==> config.mk <==
export PLATFORM = sky130hd
export DESIGN_NAME = fetch_queue_flat
export DESIGN_NICKNAME = d
export VERILOG_FILES = /design/src/rtl/fetch_queue_if.sv /design/src/rtl/fetch_queue.sv /design/src/flat_wrapper.sv
export SDC_FILE = /design/constraint.sdc
export NUM_CORES = 1
export LEC_CHECK = 0
export BUFFER_PORTS_ARGS = -buffer_cell sky130_fd_sc_hd__buf_2
export CORE_ASPECT_RATIO = 1.4
export CORE_UTILIZATION = 55
export CTS_CLUSTER_DIAMETER = 100
export CTS_CLUSTER_SIZE = 30
export DETAILED_ROUTE_END_ITERATION = 8
export GPL_ROUTABILITY_DRIVEN = 0
export PLACE_DENSITY = 0.76
export SETUP_SLACK_MARGIN = 0.1
export SLEW_MARGIN = 40
export SYNTH_ARGS = -nofsm -noshare
export SYNTH_HDL_FRONTEND = slang
export SYNTH_SLANG_ARGS = --single-unit
==> constraint.sdc <==
create_clock -name clk_i -period 5.9 [get_ports clk_i]
set_clock_uncertainty 0.1 [all_clocks]
set_input_delay 0.295 -clock clk_i [delete_from_list [all_inputs] [get_ports clk_i]]
set_output_delay 0.295 -clock clk_i [all_outputs]
set_load 0.02 [all_outputs]
==> src/rtl/fetch_queue_if.sv <==
// fetch_queue_if: handshake bundle between the fetch stage, the fetch queue and decode.
//   master: driven by fetch/decode (start_i, flush_i, valid_i, pc_i, instr_i, ready_i).
//   slave : the fetch queue (ready_o, valid_o, pc_o, instr_o, count_o).
// Signal names keep the queue-relative _i/_o suffixes so both sides agree on meaning.
interface fetch_queue_if #(
  parameter int unsigned PTR_W = 2
);
  logic             start_i;
  logic             flush_i;
  logic             valid_i;
  logic [31:0]      pc_i;
  logic [31:0]      instr_i;
  logic             ready_o;
  logic             valid_o;
  logic [31:0]      pc_o;
  logic [31:0]      instr_o;
  logic             ready_i;
  logic [PTR_W:0]   count_o;

  modport master (
    output start_i, flush_i, valid_i, pc_i, instr_i, ready_i,
    input  ready_o, valid_o, pc_o, instr_o, count_o
  );

  modport slave (
    input  start_i, flush_i, valid_i, pc_i, instr_i, ready_i,
    output ready_o, valid_o, pc_o, instr_o, count_o
  );
endinterface

==> src/rtl/fetch_queue.sv <==
// fetch_queue: FIFO of {pc, instruction} pairs between instruction fetch and IF/ID decode.
// Ports:
//   clk_i - clock, state updates on rising edge
//   rst_i - asynchronous active-high reset
//   bus   - fetch_queue_if.slave: push side (start_i, flush_i, valid_i, pc_i, instr_i, ready_o),
//           pop side (valid_o, pc_o, instr_o, ready_i) and occupancy count_o.
// ready_o doubles as the PC write enable. flush_i drops every buffered (wrong-path) entry.
// Optional macro FETCH_QUEUE_BYPASS_EN: an empty queue forwards the incoming entry to the
// outputs in the same cycle; without it the minimum latency is one cycle.
module fetch_queue #(
  parameter int unsigned DEPTH     = 4,
  parameter int unsigned PTR_W     = 2,
  parameter logic [31:0] NOP_INSTR = 32'h0000_0013
) (
  input logic          clk_i,
  input logic          rst_i,
  fetch_queue_if.slave bus
);

  localparam logic [PTR_W:0] Full = (PTR_W + 1)'(DEPTH);

  logic [31:0]      pc_mem    [DEPTH];
  logic [31:0]      instr_mem [DEPTH];
  logic [PTR_W-1:0] wr_ptr_q, rd_ptr_q;
  logic [PTR_W:0]   count_q;

  logic empty, full, push, pop, wr_en, rd_en;

  assign empty = (count_q == '0);
  assign full  = (count_q == Full);

  // Ready looks only at the registered count: a full queue refuses even with a same-cycle pop.
  assign bus.ready_o = ~full;
  assign push        = bus.valid_i & ~full & bus.start_i & ~bus.flush_i;

`ifdef FETCH_QUEUE_BYPASS_EN
  logic bypass;
  assign bypass = empty & push;
  assign bus.valid_o = ~empty | bypass;
  assign pop         = bus.valid_o & bus.ready_i & ~bus.flush_i;
  // A bypassed entry taken by decode this cycle never touches storage.
  assign wr_en       = push & ~(bypass & bus.ready_i);
  assign rd_en       = pop & ~empty;

  always_comb begin
    bus.pc_o    = 32'h0;
    bus.instr_o = NOP_INSTR;
    if (!empty) begin
      bus.pc_o    = pc_mem[rd_ptr_q];
      bus.instr_o = instr_mem[rd_ptr_q];
    end else if (bypass) begin
      bus.pc_o    = bus.pc_i;
      bus.instr_o = bus.instr_i;
    end
  end
`else
  assign bus.valid_o = ~empty;
  assign pop         = bus.valid_o & bus.ready_i & ~bus.flush_i;
  assign wr_en       = push;
  assign rd_en       = pop;

  always_comb begin
    bus.pc_o    = 32'h0;
    bus.instr_o = NOP_INSTR;
    if (!empty) begin
      bus.pc_o    = pc_mem[rd_ptr_q];
      bus.instr_o = instr_mem[rd_ptr_q];
    end
  end
`endif

  assign bus.count_o = count_q;

  // Storage is not reset; count_q gates every read of it.
  always_ff @(posedge clk_i) begin
    if (wr_en) begin
      pc_mem[wr_ptr_q]    <= bus.pc_i;
      instr_mem[wr_ptr_q] <= bus.instr_i;
    end
  end

  always_ff @(posedge clk_i or posedge rst_i) begin
    if (rst_i) begin
      wr_ptr_q <= '0;
      rd_ptr_q <= '0;
      count_q  <= '0;
    end else if (bus.flush_i) begin
      wr_ptr_q <= '0;
      rd_ptr_q <= '0;
      count_q  <= '0;
    end else begin
      if (wr_en) wr_ptr_q <= wr_ptr_q + 1'b1;
      if (rd_en) rd_ptr_q <= rd_ptr_q + 1'b1;
      unique case ({wr_en, rd_en})
        2'b10:   count_q <= count_q + 1'b1;
        2'b01:   count_q <= count_q - 1'b1;
        default: count_q <= count_q;
      endcase
    end
  end

endmodule

==> src/flat_wrapper.sv <==
// flat-port wrapper written by rule: the top's interface ports become plain ports
module fetch_queue_flat 
#(
  parameter int unsigned DEPTH     = 4,
  parameter int unsigned PTR_W     = 2,
  parameter logic [31:0] NOP_INSTR = 32'h0000_0013
)
  (clk_i, rst_i, bus_start_i, bus_flush_i, bus_valid_i, bus_pc_i, bus_instr_i, bus_ready_i, bus_ready_o, bus_valid_o, bus_pc_o, bus_instr_o, bus_count_o);
  fetch_queue_if #(.PTR_W(PTR_W)) bus_i ();
  input logic clk_i;
  input logic rst_i;
  input wire logic [$bits(bus_i.start_i)-1:0] bus_start_i;
  input wire logic [$bits(bus_i.flush_i)-1:0] bus_flush_i;
  input wire logic [$bits(bus_i.valid_i)-1:0] bus_valid_i;
  input wire logic [$bits(bus_i.pc_i)-1:0] bus_pc_i;
  input wire logic [$bits(bus_i.instr_i)-1:0] bus_instr_i;
  input wire logic [$bits(bus_i.ready_i)-1:0] bus_ready_i;
  output wire logic [$bits(bus_i.ready_o)-1:0] bus_ready_o;
  output wire logic [$bits(bus_i.valid_o)-1:0] bus_valid_o;
  output wire logic [$bits(bus_i.pc_o)-1:0] bus_pc_o;
  output wire logic [$bits(bus_i.instr_o)-1:0] bus_instr_o;
  output wire logic [$bits(bus_i.count_o)-1:0] bus_count_o;
  assign bus_i.start_i = bus_start_i;
  assign bus_i.flush_i = bus_flush_i;
  assign bus_i.valid_i = bus_valid_i;
  assign bus_i.pc_i = bus_pc_i;
  assign bus_i.instr_i = bus_instr_i;
  assign bus_i.ready_i = bus_ready_i;
  assign bus_ready_o = bus_i.ready_o;
  assign bus_valid_o = bus_i.valid_o;
  assign bus_pc_o = bus_i.pc_o;
  assign bus_instr_o = bus_i.instr_o;
  assign bus_count_o = bus_i.count_o;
  fetch_queue #(.DEPTH(DEPTH), .PTR_W(PTR_W), .NOP_INSTR(NOP_INSTR)) u_core (.clk_i(clk_i), .rst_i(rst_i), .bus(bus_i));
endmodule
==> summary.txt, run 1 <==
Run status
  – Outcome: finished clean

STA
  – Post-route fraction of the period consumed by the critical path: a little under three fifths
  – Minimum clock period: 3250 ps
  – Slew at the pin closest to its max-slew limit: 600 ps
  – Total negative slack for setup checks: 0 ps
  – Hold Vio Cnt, Final: 0
  – Count of final setup violators: 0
  – Max Clock Freq: 0.308 GHz
  – Headroom to the max-slew limit: 59.7%
  – Unrepaired setup endpoints after global routing: false
  – Worst hold slack across all endpoints: 153 ps
  – Min setup slack post-route: 2650 ps
  – Final count of pins violating max slew: 0

Floorplan
  – Number of placement rows: 58
  – Standard cell core area: 0.0181 mm2
  – Die footprint: roughly 0.019 mm2
  – Initial standard-cell utilization of the core: a little under three fifths
  – Die Ht: approximately 160 um
  – Top-level port count: 139
  – Die extent in x: 117 um

Placement
  – Area after detailed placement: 0.0112 mm2
  – HPWL after DPL: between 10 and 15 mm
  – Dpl ws: 2860 ps
  – Count of buffers inserted at the top-level ports: 138

Finish
  – Proportion of layout cells with a drive suffix above 1: 34.6%
  – Count of filler cells inserted in the layout: 1194
  – Finished layout cell area: 0.0123 mm2
  – Multi-input combinational cell area: between 0.002 and 0.0025 mm2
  – Area Overhead vs Synth: 20.2%
  – Commonest non-fill, non-tap cells in the layout: edfxtp_1, buf_2, dlygate4sd3_1
  – Sequential cell area in the final layout: approximately 0.008 mm2
  – Most common library cell in the layout ignoring fill and taps: edfxtp_1
  – Antenna Cells: 0
  – Number of nets at the end of the flow: 745

Pwr
  – Overall power after layout: 3.33 mW
  – Maximum VDD drop: 0.335 mV
  – Sequential cell fraction of total power: 62.7%
  – Power Internal: 2.63 mW
  – Switch share: between 20% and 30%
  – Clock network power share: 28.1%
  – Static Leak: about 4.2 nW
  – Net Switching: 0.695 mW
  – Power per cell area: roughly 270 mW/mm2
  – Logic pwr share: 9.1%

Route
  – Drt total wl: approximately 18 mm
  – Number of vias in the routed layout: 5089
  – First-pass detailed-route iteration total: 5
  – Antenna-violating nets left: 0
  – Via density per instance: 5.56
  – Number of remaining DRC errors: 0
  – Starting DRT DRC Count: 459
  – Wire length per cell after detailed routing: 20.1 um

Yosys
  – Cell area after synthesis: between 0.01 and 0.015 mm2
  – Mapped Nets: 542
  – Portion of the post-synthesis area used by sequential elements: 77.1%
  – Synth warnings: 0
  – Post-Synthesis Mean Instance Area: 21.8 um2
  – Mapped Cells: 467
  – Yosys reg bits: 263
  – Unique cell type count in the Yosys netlist: 34

Worst setup path
  – Highest-delay cell along the critical path: dfrtp_4
  – Worst-path cell chain: buf_12, buf_4, mux4_2, and2_1, buf_2
  – Critical path data arrival time: 2850 ps
  – Req. time, crit path: between 5000 and 6000 ps
  – Cell class contributing the biggest share of worst-path delay: buffers and inverters
  – Kind of start point of the critical path: flop
  – Worst path bufs/invs: 3
  – Worst-path maximum fanout: 27
  – Type of the worst setup path: reg -> out
  – Highest cell delay on the worst timing path: 680 ps
  – Worst Setup End Kind: primary output

Clock tree
  – Worst-path clk slew: 100 ps
  – Clk sinks: 263
  – Number of buffers inserted for hold repair after clock tree synthesis: 66
  – Max Buffers Root-to-Sink: 3
  – Number of setup buffers added after CTS: 0
  – Clock tree from TritonCTS: done
  – Number of buffers created by CTS: 12
  – Worst-Skew Late Latency: 470 ps
  – H-tree lvl count: 1
  – Gates resized, CTS repair: 0
  – Root Buffer: clkbuf_16

GRT
  – GRT Resource Usage Total: between 15 and 20%
  – Initial antenna violation count: 0
  – GRT Residual Overflow: 0
  – Largest net degree at the start of global routing: 65
  – Vias in the first global route: 5276
  – First-pass GRT wire length: 28.0 mm

Worst hold path
  – Path class of the lowest-slack min-delay path: in -> reg

Flow run
  – Max_cap viols: 0
==> power by group through the flow <==
stage               sequential (mW)  combinational [mW]  clock (mW)
CTS                            2.09               0.308       0.960
detailed placement             2.13               0.272           0
global placement               2.14               0.249           0
finish                         2.09               0.304       0.937
floorplan                      2.13               0.176           0
global route                   2.09               0.328        1.01
==> registers in the layout, indices dropped and copies added, names as in the netlist <==
register and count:
u_core.rd_ptr_q 2, u_core.wr_ptr_q 2, u_core.pc_mem 128, u_core.bus.count_o 3, u_core.instr_mem 128
==> cell families (layout without fill, tap and decap cells) <==
family	after synthesis	after routing	share of synthesized area, %
and+or+nand+nor	90	90	5.26
xor gates and xnor gates	4	4	0.344
AOI/OAI and AO/OA	11	11	0.736
buffers and inverters	29	238	1.62
DFF	263	263	77.1
adders and majority gates	5	5	0.687
muxes	65	65	14.2
==> worst register-to-register path, cell delays in order (launching register included) <==
cell and delay, ps:
dfrtp_1 480, nor3_2 430, inv_4 330, nand2_1 220, nor3_1 90, fa_1 430, nand2b_1 180, or4_1 420
o31a_1 140, a31oi_1 180
==> cell type report <==
cell class                      count  area share [%]
Timing Repair Buffer              213            12.5
Clock inverter                      1          0.0714
Tap cell                          240            2.45
Clock buffer                       19            2.84
Sequential cell                   263            64.2
Inverter                            5           0.173
Multi-Input combinational cell    175            17.8
==> Yosys cell counts, drive strengths merged <==
cell       n  share of area [%]
edfxtp   256                 75
and2      66                4.1
mux4      64                 14
buf       16                1.1
clkbuf     8               0.29
dfrtp      7                1.7
nor2       7               0.26
inv        5               0.18
nand2      5               0.18
ha         4               0.49
a21oi      3               0.15
nand3      3               0.15
or2        3               0.18
nand2b     2               0.12
nor3       2               0.15
o21ai      2              0.098
xnor2      2               0.17
xor2       2               0.17
a211oi     1              0.074
a221o      1              0.098
a31oi      1              0.061
fa         1               0.20
mux2i      1              0.098
nand3b     1              0.074
o2111ai    1              0.086
o221ai     1              0.086
o31a       1              0.086
or4        1              0.074
==> metrics by stage <==
| step | utilization (%) | cells |
|---|---|---|
| global route | 67.9 | 916 |
| floorplan | - | 467 |
| CTS | 67.9 | 916 |
| global placement | 61.2 | 822 |
| detailed placement | 62.2 | 830 |
| finish | 67.9 | 916 |
==> layer usage <==
layer	wire length, um	track usage [%]
met1	7410	25.6
met4	358	5.64
met5	0	0
met3	867	2.60
met2	9790	35.3
==> path summary, 6_finish.rpt <==
kind,from,endpoint,slack (ps),cells past startpoint
hold / removal,bus_ready_i,u_core.bus.count_o[1],150,3
min in group asynchronous,rst_i,u_core.wr_ptr_q[1],200,3
setup / recovery,u_core.rd_ptr_q[0],bus_pc_o[14],2650,5
hold reg to reg,u_core.wr_ptr_q[1],u_core.wr_ptr_q[1],500,2
max in group asynchronous,rst_i,u_core.rd_ptr_q[1],5240,3
setup reg to reg,u_core.bus.count_o[1],u_core.bus.count_o[2],2820,9
Note: power is estimated with default switching activity, not from simulation.
==> inputs of run 2 (changes only) <==
--- a/config.mk
+++ b/config.mk
@@ -7,12 +7,12 @@
 export LEC_CHECK = 0
 export BUFFER_PORTS_ARGS = -buffer_cell sky130_fd_sc_hd__buf_2
 export CORE_ASPECT_RATIO = 1.4
-export CORE_UTILIZATION = 55
+export CORE_UTILIZATION = 52
 export CTS_CLUSTER_DIAMETER = 100
 export CTS_CLUSTER_SIZE = 30
 export DETAILED_ROUTE_END_ITERATION = 8
 export GPL_ROUTABILITY_DRIVEN = 0
-export PLACE_DENSITY = 0.76
+export PLACE_DENSITY = 0.75
 export SETUP_SLACK_MARGIN = 0.1
 export SLEW_MARGIN = 40
 export SYNTH_ARGS = -nofsm -noshare
==> constraint.sdc (replaced) <==
create_clock -name clk_i -period 2.6 [get_ports clk_i]
set_clock_uncertainty 0.1 [all_clocks]
set_input_delay 0.13 -clock clk_i [delete_from_list [all_inputs] [get_ports clk_i]]
set_output_delay 0.13 -clock clk_i [all_outputs]
set_load 0.02 [all_outputs]
==> run 2 against run 1 <==
Net effect:
- global-route usage grew 0.41 points
- flip-flop and latch count did not move
- non-clock buffer count grew 19
- first-iteration DRC count shrank 30%
- core utilization fell by 3.0 points
- sequential share of layout area down 1.0 points
- cell count up 3.1%
- critical path type is now reg -> reg
- highest routed layer unchanged
==> summary.txt, run 2 (synthesized netlist as in run 1, its figures left out) <==
Floorplan
  – Number of placement rows: 60
  – Die Ht: 168 um
  – Standard cell core area: roughly 0.019 mm2
  – Die footprint: a little over 0.02 mm2
  – Top-level port count: 139
  – Die extent in x: 120 um
  – Initial standard-cell utilization of the core: 53.1%

Pwr
  – Static Leak: roughly 4.3 nW
  – Sequential cell fraction of total power: 62.1%
  – Overall power after layout: 7.61 mW
  – Clock network power share: 28.0%
  – Power per cell area: 611 mW/mm2
  – Net Switching: around 1.6 mW
  – Switch share: a little over a fifth
  – Maximum VDD drop: ~0.53 mV
  – Power Internal: 6.01 mW
  – Logic pwr share: 9.9%

Placement
  – HPWL after DPL: 12.2 mm
  – Count of buffers inserted at the top-level ports: 138

Worst setup path
  – Number of cells on the worst reg-to-reg path: 9
  – Launch point of the worst path: u_core.bus.count_o[1]
  – Worst-path maximum fanout: 5
  – Critical path data arrival time: 2720 ps
  – Worst Setup End Kind: flop
  – Worst flop-to-flop path startpoint: u_core.bus.count_o[1]
  – Type of the worst setup path: reg -> reg
  – Kind of start point of the critical path: flop
  – Endpoint of the worst register-to-register path: u_core.bus.count_o[2]
  – Reg2reg setup slack: 180 ps
  – Req. time, crit path: ~2900 ps

STA
  – Worst hold slack across all endpoints: 4.70 ps
  – Max Clock Freq: 0.413 GHz
  – Hold Vio Cnt, Final: 0
  – Unrepaired setup endpoints after global routing: false
  – Post-route fraction of the period consumed by the critical path: 93.0%
  – Final count of pins violating max slew: 0
  – Headroom to the max-slew limit: 57.8%
  – Slew at the pin closest to its max-slew limit: roughly 630 ps
  – Minimum clock period: about 2400 ps
  – Count of final setup violators: 0
  – Total negative slack for setup checks: 0 ps

Finish
  – Core occupancy in the finished layout: 64.9%
  – Commonest non-fill, non-tap cells in the layout: edfxtp_1, buf_2, dlygate4sd3_1
  – Area Overhead vs Synth: 22.2%
  – Proportion of layout cells with a drive suffix above 1: 36.7%
  – Number of nets at the end of the flow: 764
  – Most common library cell in the layout ignoring fill and taps: edfxtp_1

Worst hold path
  – Path class of the lowest-slack min-delay path: in -> reg
  – Depth of the worst hold-timing path: 4
  – Sink of the worst hold path: u_core.rd_ptr_q[1]
  – Startpoint of the tightest hold check path: bus_ready_i

Clock tree
  – Number of buffers created by CTS: 12
  – H-tree lvl count: 1
  – Max Buffers Root-to-Sink: 3
  – Worst-Skew Late Latency: between 400 and 500 ps
  – Root Buffer: clkbuf_16
  – Worst-path clk slew: 110 ps
  – Clk sinks: 263
  – Clock tree from TritonCTS: done

Route
  – Via density per instance: between 5 and 6
  – Drt total wl: between 20 and 25 mm
  – Number of remaining DRC errors: 0
  – Wire length per cell after detailed routing: 21.2 um
  – Antenna-violating nets left: 0
  – Number of vias in the routed layout: approximately 5300
  – Starting DRT DRC Count: between 300 and 400
  – First-pass detailed-route iteration total: 4

Run status
  – Outcome: finished clean

Flow run
  – Max_cap viols: 0

GRT
  – Largest net degree at the start of global routing: 64
  – GRT Residual Overflow: 0
  – First-pass GRT wire length: just over 30 mm
  – GRT Resource Usage Total: around 20%
  – Initial antenna violation count: 1
  – Vias in the first global route: approximately 5700
## run 2: cell type report
class	count	area, um2
diodes	1	2.50
clock buffers	19	348
clock inverters	1	8.76
fillers	1310	6760
inverters	5	18.8
multi-input cells	175	2190
flip-flops and latches	263	7870
well taps	248	310
repair buffers	232	1710
## run 2: timing repair
action | 4_1_cts | 5_1_grt
setup buffers | 1 | 5
cloned | 1 | 0
endpoints found under the setup margin | 26 | 31
pin swaps | 0 | 1
endpoints found under the hold margin | 270 | 0
gates resized for setup | 3 | 5
hold buffers | 68 | 0
## run 2: how the worst max path moves through the flow
stage | end | slack, ps | cells after the start
2_1_floorplan | u_core.bus.count_o[2] | 130 | 8
3_3_place_gp | u_core.bus.count_o[2] | 170 | 8
3_5_place_dp | u_core.bus.count_o[2] | -1 | 8
4_1_cts | u_core.bus.count_o[2] | 80 | 8
5_1_grt | u_core.bus.count_o[2] | 100 | 9
6_report | u_core.bus.count_o[2] | 180 | 9
## run 2: routing by layer
layer,GRT usage (%),up-vias,routed length (um)
li1,-,2319,-
met1,24.4,2722,7560
met2,37.2,177,11100
met3,2.35,38,877
met4,7.68,0,553
met5,0,-,0
## run 2: power by group through the flow
stage               combinational (mW)  clock [mW]  sequential [mW]
finish                           0.750        2.13             4.73
global placement                 0.635           0             4.82
detailed placement               0.650           0             4.83
global route                     0.806        2.29             4.73
floorplan                        0.400           0             4.82
CTS                              0.752        2.17             4.73
## run 2: critical path, stage by stage (launching register included)
cell	delay, ps
dfrtp_2	470
nor3_4	220
inv_2	50
nand2_1	110
nor3_1	80
fa_1	430
nand2b_1	200
or4_1	430
o31a_1	130
a31oi_1	120
## run 2: stage by stage
stage,worst slack (ps),cells,area [um2]
6_report,181,944,12500
5_1_grt,98.8,944,12500
4_1_cts,82.6,938,12400
3_5_place_dp,-0.981,848,11300
3_3_place_gp,173,848,11300
2_1_floorplan,133,467,10200
==> inputs of run 3 (changes only) <==
--- a/config.mk
+++ b/config.mk
@@ -5,6 +5,7 @@
 export SDC_FILE = /design/constraint.sdc
 export NUM_CORES = 1
 export LEC_CHECK = 0
+export ABC_AREA = 1
 export BUFFER_PORTS_ARGS = -buffer_cell sky130_fd_sc_hd__buf_2
 export CORE_ASPECT_RATIO = 1.4
 export CORE_UTILIZATION = 52
==> run 3 against run 2 <==
Net effect:
- worst setup slack got worse by 4.0 ps
- global-route usage rose by 0.51 points
- register-to-register slack improved by 330 ps
- largest power group unchanged
==> summary.txt, run 3 <==
Finish
  – Most common library cell in the layout ignoring fill and taps: nor2_1
  – Antenna Cells: 0
  – Core occupancy in the finished layout: 64.5%
  – Commonest non-fill, non-tap cells in the layout: nor2_1, edfxtp_1, buf_2
  – Area Overhead vs Synth: 20.7%
  – Count of filler cells inserted in the layout: 1435
  – Proportion of layout cells with a drive suffix above 1: 18.5%
  – Number of nets at the end of the flow: ~1100

Worst setup path
  – Worst-path maximum fanout: 30
  – Critical path data arrival time: 2190 ps
  – Kind of start point of the critical path: flop
  – Worst Setup End Kind: primary output
  – Req. time, crit path: 2370 ps
  – Type of the worst setup path: reg -> out

Route
  – First-pass detailed-route iteration total: 5
  – Antenna-violating nets left: 0
  – Via density per instance: 5.33
  – Drt total wl: 21.7 mm
  – Wire length per cell after detailed routing: 17.1 um
  – Number of vias in the routed layout: 6761
  – Number of remaining DRC errors: 0
  – Starting DRT DRC Count: approximately 470

Yosys
  – Mapped Cells: 821
  – Synth warnings: 0
  – Most common cell in the netlist: nor2_1
  – Dominant cell type by area after synthesis: edfxtp_1
  – Most instantiated cells after synthesis: nor2_1, edfxtp_1, o21ai_0
  – Post-synth top area share: between 70% and 80%
  – Post-Synthesis Mean Instance Area: 12.6 um2
  – Commonest register cell after synthesis: edfxtp_1
  – Number of enable-type register cells in the synthesized netlist: 256
  – Async set-or-reset flop fraction in the synthesized netlist: 2.66%
  – Yosys reg bits: ~260
  – Top post-synthesis cells by area: edfxtp_1, nor2_1, o21ai_0
  – Unique cell type count in the Yosys netlist: 22
  – Cell area after synthesis: 0.0103 mm2
  – Mapped Nets: ~900
  – Portion of the post-synthesis area used by sequential elements: about 76%

Clock tree
  – Number of buffers created by CTS: 12
  – Number of setup buffers added after CTS: 0
  – Clk sinks: 263
  – Max Buffers Root-to-Sink: 3
  – H-tree lvl count: 1
  – Worst-path clk slew: 110 ps
  – Clock tree from TritonCTS: done
  – Root Buffer: clkbuf_16
  – Worst-Skew Late Latency: between 400 and 500 ps

Floorplan
  – Die Ht: 169 um
  – Standard cell core area: 0.0194 mm2
  – Number of placement rows: 60
  – Die footprint: 0.0205 mm2
  – Initial standard-cell utilization of the core: 53.4%
  – Die extent in x: 121 um
  – Top-level port count: approximately 140

STA
  – Minimum clock period: 2420 ps
  – Post-route fraction of the period consumed by the critical path: 93.2%
  – Slew at the pin closest to its max-slew limit: 834 ps
  – Count of final setup violators: 0
  – Final count of pins violating max slew: 0
  – Hold Vio Cnt, Final: 0
  – Total negative slack for setup checks: 0 ps
  – Max Clock Freq: 0.413 GHz
  – Headroom to the max-slew limit: roughly 44%
  – Unrepaired setup endpoints after global routing: false

GRT
  – Met3 Track Usage GR: between 2 and 2.5%
  – Initial antenna violation count: 1
  – Layer with the highest usage: met2
  – Largest net degree at the start of global routing: 130
  – Met1 demand-to-capacity share in global routing: 24.8%
  – GRT Residual Overflow: 0
  – Vias in the first global route: 6688
  – Met2 layer usage reported by global route: 38.5%
  – First-pass GRT wire length: approximately 33 mm
  – GRT Resource Usage Total: 20.8%

Pwr
  – Net Switching: 3.31 mW
  – Clock network power share: around a fifth
  – Switch share: 33.2%
  – Sequential cell fraction of total power: 48.1%
  – Maximum VDD drop: approximately 0.76 mV
  – Power Internal: 6.64 mW
  – Logic pwr share: 30.7%
  – Static Leak: roughly 4.5 nW
  – Power per cell area: 797 mW/mm2

Flow run
  – Max_cap viols: 0

Worst hold path
  – Path class of the lowest-slack min-delay path: in -> async

Placement
  – HPWL after DPL: 12.1 mm
  – Count of buffers inserted at the top-level ports: 138

Run status
  – Outcome: finished clean
run 3: worst max-delay path, stage by stage (launching register included):
cell     delay (ps)
dfrtp_2         450
nor2_1          210
nand2_1         100
buf_4           170
inv_2            60
buf_4           360
a21oi_1         140
buf_2           190
run 3: routing by layer:
metal	vias up	share of wire, %
li1	3266	-
met1	3258	40
met2	206	54
met3	29	4.7
met4	2	1.5
met5	-	0.060
run 3: final timing paths:
path                       depth (start not counted)                     to                   from  slack [ps]
max                                                7        bus_instr_o[18]  u_core.bus.count_o[0]         180
min                                                3  u_core.bus.count_o[0]                  rst_i          30
max reg2reg                                       10  u_core.bus.count_o[2]  u_core.bus.count_o[0]         510
min reg2reg                                        2  u_core.bus.count_o[1]  u_core.bus.count_o[1]         450
max in group asynchronous                          3     u_core.rd_ptr_q[0]                  rst_i        2120
min in group clk_i                                 6     u_core.wr_ptr_q[0]            bus_valid_i          50
run 3: logic make-up (layout without fill, tap and decap cells):
group                    Yosys count  after routing  synth area share [%]
AO/OA/AOI/OAI                    196            196                  9.59
buffers and inverters             64            263                  2.99
flip-flops                       263            263                  76.0
adder cells (fa/ha/maj)            5              5                 0.677
AND/OR/NAND/NOR                  292            292                  10.7
XOR/XNOR                           1              1                0.0846
run 3: through the flow:
stage          hold WS (ps)  setup slack [ps]  power, mW  cells  cell area (um2)
3_3_place_gp          -21.1               617       7.78   1180            11400
3_5_place_dp          -18.6               560       7.80   1180            11400
2_1_floorplan          -167               115       6.80    821            10400
4_1_cts                19.4               116       9.96   1267            12500
5_1_grt                40.9              99.8       10.4   1268            12500
6_report               25.8               177       9.95   1268            12500
run 3: power by group through the flow:
stage	registers, mW	clock network, mW	logic (mW)
floorplan	4.88	0	1.91
global placement	4.87	0	2.91
detailed placement	4.88	0	2.92
CTS	4.78	2.15	3.02
global route	4.80	2.29	3.30
finish	4.79	2.11	3.05
run 3: area by class of cell:
| cell class | instances | area [um2] | share of cell area, % |
|---|---|---|---|
| clock buffers | 19 | 348 | 2.79 |
| clock inverters | 1 | 8.76 | 0.0701 |
| inverters | 16 | 65.1 | 0.521 |
| multi-input cells | 494 | 2220 | 17.8 |
| flip-flops and latches | 263 | 7870 | 63.0 |
| well taps | 248 | 310 | 2.48 |
| repair buffers | 227 | 1670 | 13.4 |
run 3: repair_timing:
| action | in CTS | in global routing |
|---|---|---|
| hold endpoints to repair | 267 | 0 |
| gates resized for setup | 1 | 3 |
| gates cloned | 0 | 1 |
| hold buffers | 67 | 0 |
| setup endpoints to repair | 1 | 7 |
